File: config.mk
export PLATFORM = sky130hd
export DESIGN_NAME = serializer_arbiter
export DESIGN_NICKNAME = d
export VERILOG_FILES = /design/src/rtl/serializer_arbiter.sv
export SDC_FILE = /design/constraint.sdc
export NUM_CORES = 1
export LEC_CHECK = 0
export ABC_CLOCK_PERIOD_IN_PS = 6000
export BUFFER_PORTS_ARGS = -buffer_cell sky130_fd_sc_hd__buf_2
export CORE_MARGIN = 4
export CORE_UTILIZATION = 49
export DETAILED_ROUTE_END_ITERATION = 10
export GPL_ROUTABILITY_DRIVEN = 1
export GPL_TIMING_DRIVEN = 0
export PLACE_DENSITY = 0.85
export SYNTH_ARGS = -nofsm -noshare
export SYNTH_HDL_FRONTEND = slang
export SYNTH_SLANG_ARGS = --single-unit
File: constraint.sdc
create_clock -name clk_i -period 6 [get_ports clk_i]
set_input_delay 0.3 -clock clk_i [delete_from_list [all_inputs] [get_ports clk_i]]
set_output_delay 0.3 -clock clk_i [all_outputs]
set_load 0.1 [all_outputs]
File: src/rtl/serializer_arbiter.sv
// Round-robin arbiter and sequencer sharing one 16-bit serializer among N requesters.
// Latency: launch strobe 1 cycle after grant; done_o 1 cycle after serializer busy falls.
// Backpressure: one transfer in flight; req_ready_o held low until completion or start timeout.
module serializer_arbiter #(
  parameter int N             = 4,
  parameter int START_TIMEOUT = 4
) (
  input  logic                 clk_i,
  input  logic                 srst_i,
  input  logic [N*16-1:0]      req_data_i,
  input  logic [N*4-1:0]       req_mod_i,
  input  logic [N-1:0]         req_val_i,
  output logic [N-1:0]         req_ready_o,
  output logic [15:0]          sz_data_o,
  output logic [3:0]           sz_data_mod_o,
  output logic                 sz_data_val_o,
  input  logic                 sz_busy_i,
  output logic [$clog2(N)-1:0] owner_o,
  output logic                 owner_val_o,
  output logic [N-1:0]         done_o,
  output logic                 err_o
);

  localparam int PW = $clog2(N);

  typedef enum logic [1:0] {
    IDLE,
    LAUNCH,
    WAIT_START,
    WAIT_END
  } state_t;

  state_t        state;
  logic [PW-1:0] last_ptr;
  logic [3:0]    cnt;
  logic [PW-1:0] gnt_idx;
  logic          gnt_any;
  logic [PW:0]   sum;
  logic [PW-1:0] cand;
  logic          handshake;

  // Pick the first pending requester after the last served one, wrapping at N.
  always_comb begin
    gnt_idx = '0;
    gnt_any = 1'b0;
    sum     = '0;
    cand    = '0;
    for (int i = 0; i < N; i++) begin
      sum = {1'b0, last_ptr} + (PW+1)'(1) + (PW+1)'(i);
      if (sum >= (PW+1)'(N)) begin
        sum = sum - (PW+1)'(N);
      end
      cand = sum[PW-1:0];
      if (!gnt_any && req_val_i[cand]) begin
        gnt_any = 1'b1;
        gnt_idx = cand;
      end
    end
  end

  // Grant is only offered while idle and out of reset, so a same-cycle done/grant overlap is allowed.
  assign handshake = (state == IDLE) && !srst_i && gnt_any;

  // One-hot combinational ready for the selected requester.
  always_comb begin
    req_ready_o = '0;
    if (handshake) begin
      req_ready_o[gnt_idx] = 1'b1;
    end
  end

  // Transfer sequencer: capture on grant, strobe launch, wait for busy to rise then fall.
  always_ff @(posedge clk_i) begin
    if (srst_i) begin
      state         <= IDLE;
      last_ptr      <= PW'(N-1);
      cnt           <= '0;
      sz_data_o     <= '0;
      sz_data_mod_o <= '0;
      sz_data_val_o <= 1'b0;
      owner_o       <= '0;
      owner_val_o   <= 1'b0;
      done_o        <= '0;
      err_o         <= 1'b0;
    end else begin
      sz_data_val_o <= 1'b0;
      done_o        <= '0;
      err_o         <= 1'b0;
      case (state)
        IDLE: begin
          if (handshake) begin
            sz_data_o     <= req_data_i[{gnt_idx, 4'b0000} +: 16];
            sz_data_mod_o <= req_mod_i[{gnt_idx, 2'b00} +: 4];
            owner_o       <= gnt_idx;
            owner_val_o   <= 1'b1;
            sz_data_val_o <= 1'b1;
            state         <= LAUNCH;
          end
        end
        LAUNCH: begin
          cnt   <= '0;
          state <= WAIT_START;
        end
        WAIT_START: begin
          if (sz_busy_i) begin
            state <= WAIT_END;
          end else if (cnt + 4'd1 == 4'(START_TIMEOUT)) begin
            // Serializer never started: report and move on without a done pulse.
            err_o       <= 1'b1;
            last_ptr    <= owner_o;
            owner_val_o <= 1'b0;
            state       <= IDLE;
          end else begin
            cnt <= cnt + 4'd1;
          end
        end
        WAIT_END: begin
          if (!sz_busy_i) begin
            done_o[owner_o] <= 1'b1;
            last_ptr        <= owner_o;
            owner_val_o     <= 1'b0;
            state           <= IDLE;
          end
        end
        default: state <= IDLE;
      endcase
    end
  end

endmodule
# Yosys cells after proc, flatten, opt, wreduce, memory -nomap -nowiden
# Index checks and enable logic that the tools add are counted.
op_classes:
  n_addsub: 9
  order_cmp: 12
  n_eq_ne: 10
  n_shift: 2
  mux: 44
  n_bitwise: 3
  n_reduce_logical: 23
ops:
  columns: ["cell", "n"]
  rows:
  - ["64-bit by 7-bit variable part select with 16-bit output", 1]
  - ["2-bit 2-to-1 mux", 15]
  - ["2-bit by 3-bit less-than comparator with 1-bit output, second input constant", 6]
  - ["1-bit 2-to-1 mux", 16]
  - ["16-bit by 5-bit variable part select with 4-bit output", 1]
  - ["3-bit >= comparator, second input constant", 4]
  - ["4-bit 2-to-1 mux", 3]
  - ["2-bit inequality test, second input constant", 5]
  - ["1-bit binary-select mux with 2-bit select", 4]
  - ["2-bit case mux with 4 select lines", 1]
  - ["4-bit case mux with 2 select lines", 1]
  - ["2-bit by 1-bit subtractor with 2-bit output, second input constant", 4]
  - ["1-bit logical AND", 7]
  - ["3-bit by 2-bit adder with 3-bit output, second input constant", 2]
  - ["3-bit AND reduction", 2]
  - ["3-bit OR reduction", 2]
  - ["5-bit AND reduction", 1]
  - ["4-bit by 1-bit adder with 4-bit output, second input constant", 1]
  - ["1-bit demux with 2-bit select", 2]
  - ["2-bit == test, second input constant", 2]
  - ["4-bit by 3-bit == test with 1-bit output, second input constant", 1]
  - ["2-bit by 1-bit >= comparator with 1-bit output, second input constant", 2]
  - ["1-bit logical NOT", 4]
  - ["2-bit case mux with 2 select lines", 1]
  - ["other kinds (12)", 15]
word_totals:
  reg_bits: 37
  out_inout_bits: 33
  wordCells: 113

# Logic depth before layout (Yosys ltp)
depth:
  word_depth: 20
  mapped_depth: 8

# Worst setup path before layout
# Ideal clock, no wire load.
synth_path:
  kind: "register -> output"
  start: "reg state[0]"
  end: "out req_ready_o[2]"
  t_arrival_ns: 2.597
  required_ns: 5.700
  setup_slack_ns: 3.103
  path_stages_with_launch: 7
  cell_sequence: "dfxtp_1 > inv_1 > ha_1 > nor3b_2 > clkbuf_1 > nand2_1 > nor2_1"
synth_between:
  elab_chain_len: 4
synth_lines:
  columns: ["element", "line_no", "source"]
  rows:
  - ["from (decl)", "33", "state_t state;"]
  - ["from (signal assigned)", "75", "state <= IDLE;"]
  - ["from (signal assigned)", "97", "state <= LAUNCH;"]
  - ["from (signal assigned)", "102", "state <= WAIT_START;"]
  - ["2-bit logical NOT", "62", "assign handshake = (state == IDLE) && !srst_i && gnt_any;"]
  - ["1-bit logical AND (2 in series)", "62", null]
  - ["4-bit 2-to-1 mux", "67", "if (handshake) begin"]
  - ["to (decl)", "13", "output logic [N-1:0] req_ready_o,"]
# No other way between the ends.

# Worst setup path after layout
layout_path:
  start: "reg state[0]"
  end: "out req_ready_o[1]"
# Same word-level chain as after synthesis.

==> impl_metrics.toml <==
[timing]
setup_violations = 0
finClkSkew_ns = 0.00570
hold_viol_final = 0
slew_violations = 0
maxClockFrequency_ghz = 0.333
slew_headroom_pct = 66.6
setup_slack_ns = 2.99
period_share_pct = 50.1
setup_tns_ns = 0
tightest_slew_ns = 0.504
fin_crit_ns = 3.01
rsz0062_at_grt = "false"

[route]
dr.pass1.iters = 4
drtAntennaViolNets = 0
avgViaCountPerCell = 5.66
drt-total-wl_mm = 6.44
drt-initial-drc-count = 170
drc = 0
post_drt_wl_per_cell_um = 15.2
vias = 2394

[final_layout]
final_common_cell = "buf_2"
drive_gt1_share_pct = 41.0
seq_area_um2 = 741
multi_input_area_um2 = 1470
final_util_pct = 69.6
area_delta_synth_final_pct = 32.9
fill_cells = 359
fin_nets = 464
final_cell_mix = "118 x buf_2, 47 x nand3_1, 37 x dfxtp_1"
stdcell_count = 423
n_antenna_cell = 0

[logic_synthesis]
synth.top_cell.area_share_pct = 31.4
synthTopCellsByArea = "dfxtp_1 31%, mux2_4 10%, nand3_1 10%"
synth_edf_count = 0
synth_ff_type = "dfxtp_1"
syn_avg_cell_area_um2 = 9.62
ys_ff_latch = 37
yosysWarningCount = 0
synth_fp_nets = 339
synth_area_um2 = 2360
ys_seq_area_share_pct = 31.4
synth.distinct_cells = 44
async_reset_ff_share_pct = 0
synth_top_area_cell = "dfxtp_1"
syn_inst = 245

[cts]
cts_resized = 0
holdBufCountCts = 0
cts_buffers = 5
cts_tree = "yes"
h-tree-depth = 2
clkLatencyLatePin_ns = 0.29
postCtsSetupRepairBufs = 0
clk_pin_slew_worst_paths_ns = 0.08
cts_sinks = 37
ctsRootBufferMaster = "clkbuf_8"
clk_path_buf_depth = 2

[floorplan]
io_pins = 120
rows = 24
die-width_um = 77.4
core_region_area_um2 = 4500
dieArea_um2 = 5980
fp.dieH_um = 77.4
start_util_pct = 52.3

[critical_path]
crit_buf_inv = 3
r2r_cells = 6
rr_endpoint = "last_ptr[0]"
cpMaxStageDelayCell = "nor3b_2"
arrival_ns = 2.71
r2r_slack_ns = 3.90
worst-setup-path-type = "flop to output port"
cp-start-kind = "flop"
cp-end-kind = "output port"
cp_max_fo = 10
rr_startpoint = "cnt[0]"
crit_start = "state[0]"
path_cells = "inv_1 > ha_1 > nor3b_2 > nor2b_1 > clkbuf_1 > and2_1 > buf_2"
crit_cells = 7
cp_top_family = "buffers and inverters"
crit_path_end = "req_ready_o[1]"
critPathMaxStageDelay_ns = 0.42
required_ns = 5.70

[global_routing]
antenna_found_initial = 0
grt_pass1_vias = 2331
globalRoute.totalOverflow = 0
grt_util_all_layers_pct = 21.4
grt_pass1_wl_mm = 10.7
grt_max_degree = 13

[flow_run]
max_cap_viol_count = 0

[worst_hold_path]
worstHoldStart = "req_mod_i[7]"
hold_path_class = "primary input to flop"

[place]
place_inst = 415
dp_hpwl_mm = 5.08
io_buffers = 118
dp_slack_ns = 3.32
place_congestion = 0.809

[power]
max-vdd-ir-drop_mv = 0.265
leakage_nw = 1.53
cellPowerDensity_nw_per_um2 = 358

[status]
status = "complete, no violations"
## worst min-delay path, stage by stage
cell and delay [ns]:
buf_2 0.08, mux2_4 0.12, a221o_1 0.11
## sequential cells by signal, summed over array words and instances, names as in the netlist
name,count
sz_data_o,16
cnt,4
done_o,4
sz_data_mod_o,4
last_ptr,2
owner_o,2
state,2
err_o,1
owner_val_o,1
sz_data_val_o,1
## cell usage after synthesis (3+ instances only)
cell      instances
nand3_1          47
dfxtp_1          37
mux2i_1          22
a221o_1          20
mux2_4           16
clkbuf_1         15
nor2_1            8
a21oi_1           7
ha_1              7
nand2_1           7
nand2b_1          5
a31oi_1           3
and2_1            3
inv_1             3
nand3b_1          3
nor3_1            3
o21a_1            3
## worst min-delay path by stage
stage	to	slack [ns]	cells after the start
after floorplan	done_o[0]	0.48	3
after global placement	sz_data_o[12]	0.46	1
after detailed placement	sz_data_o[0]	0.47	1
after global routing	sz_data_mod_o[3]	0.34	3
after CTS	sz_data_mod_o[3]	0.34	3
final	sz_data_mod_o[3]	0.35	3
## cell families after synthesis
| family | after synthesis | share of synthesized area, % |
|---|---|---|
| simple gates | 90 | 21.0 |
| compound gates | 46 | 16.3 |
| mux | 42 | 21.4 |
| flops | 37 | 31.4 |
| buf+inv | 23 | 6.16 |
| fa+ha+maj | 7 | 3.72 |
## power breakdown
part	total, mW	leakage (nW)	internal [mW]	switching (mW)
Clock	0.230	0.0574	0.135	0.0947
Sequential	0.316	0.304	0.289	0.0270
Combinational	0.576	1.17	0.142	0.434
Total	1.12	1.53	0.566	0.556
## per-stage QoR
step	power, mW	hold WS (ns)	area, um2
6_report	1.12	0.346	3130
5_1_grt	1.17	0.339	3130
4_1_cts	1.13	0.337	3130
3_5_place_dp	0.898	0.467	3010
3_3_place_gp	0.891	0.464	3010
2_1_floorplan	0.785	0.481	2360
## area by class of cell
cell class / instances / share of cell area [%]
Inverter: 3 / 0.359
Timing Repair Buffer: 118 / 18.8
Clock inverter: 2 / 1.20
Multi-Input combinational cell: 185 / 47.0
Clock buffer: 6 / 2.64
Buffer: 20 / 4.27
Sequential cell: 37 / 23.6
Tap cell: 52 / 2.08
## layer usage
| layer | vias to the layer above | wire length [um] | track usage [%] |
|---|---|---|---|
| met4 | 0 | 143 | 8.19 |
| met1 | 1103 | 2640 | 26.2 |
| met3 | 15 | 579 | 6.83 |
| li1 | 1180 | - | - |
| met2 | 96 | 3080 | 35.1 |
| met5 | - | 0 | 0 |
Power figures use the tool's default switching activity.
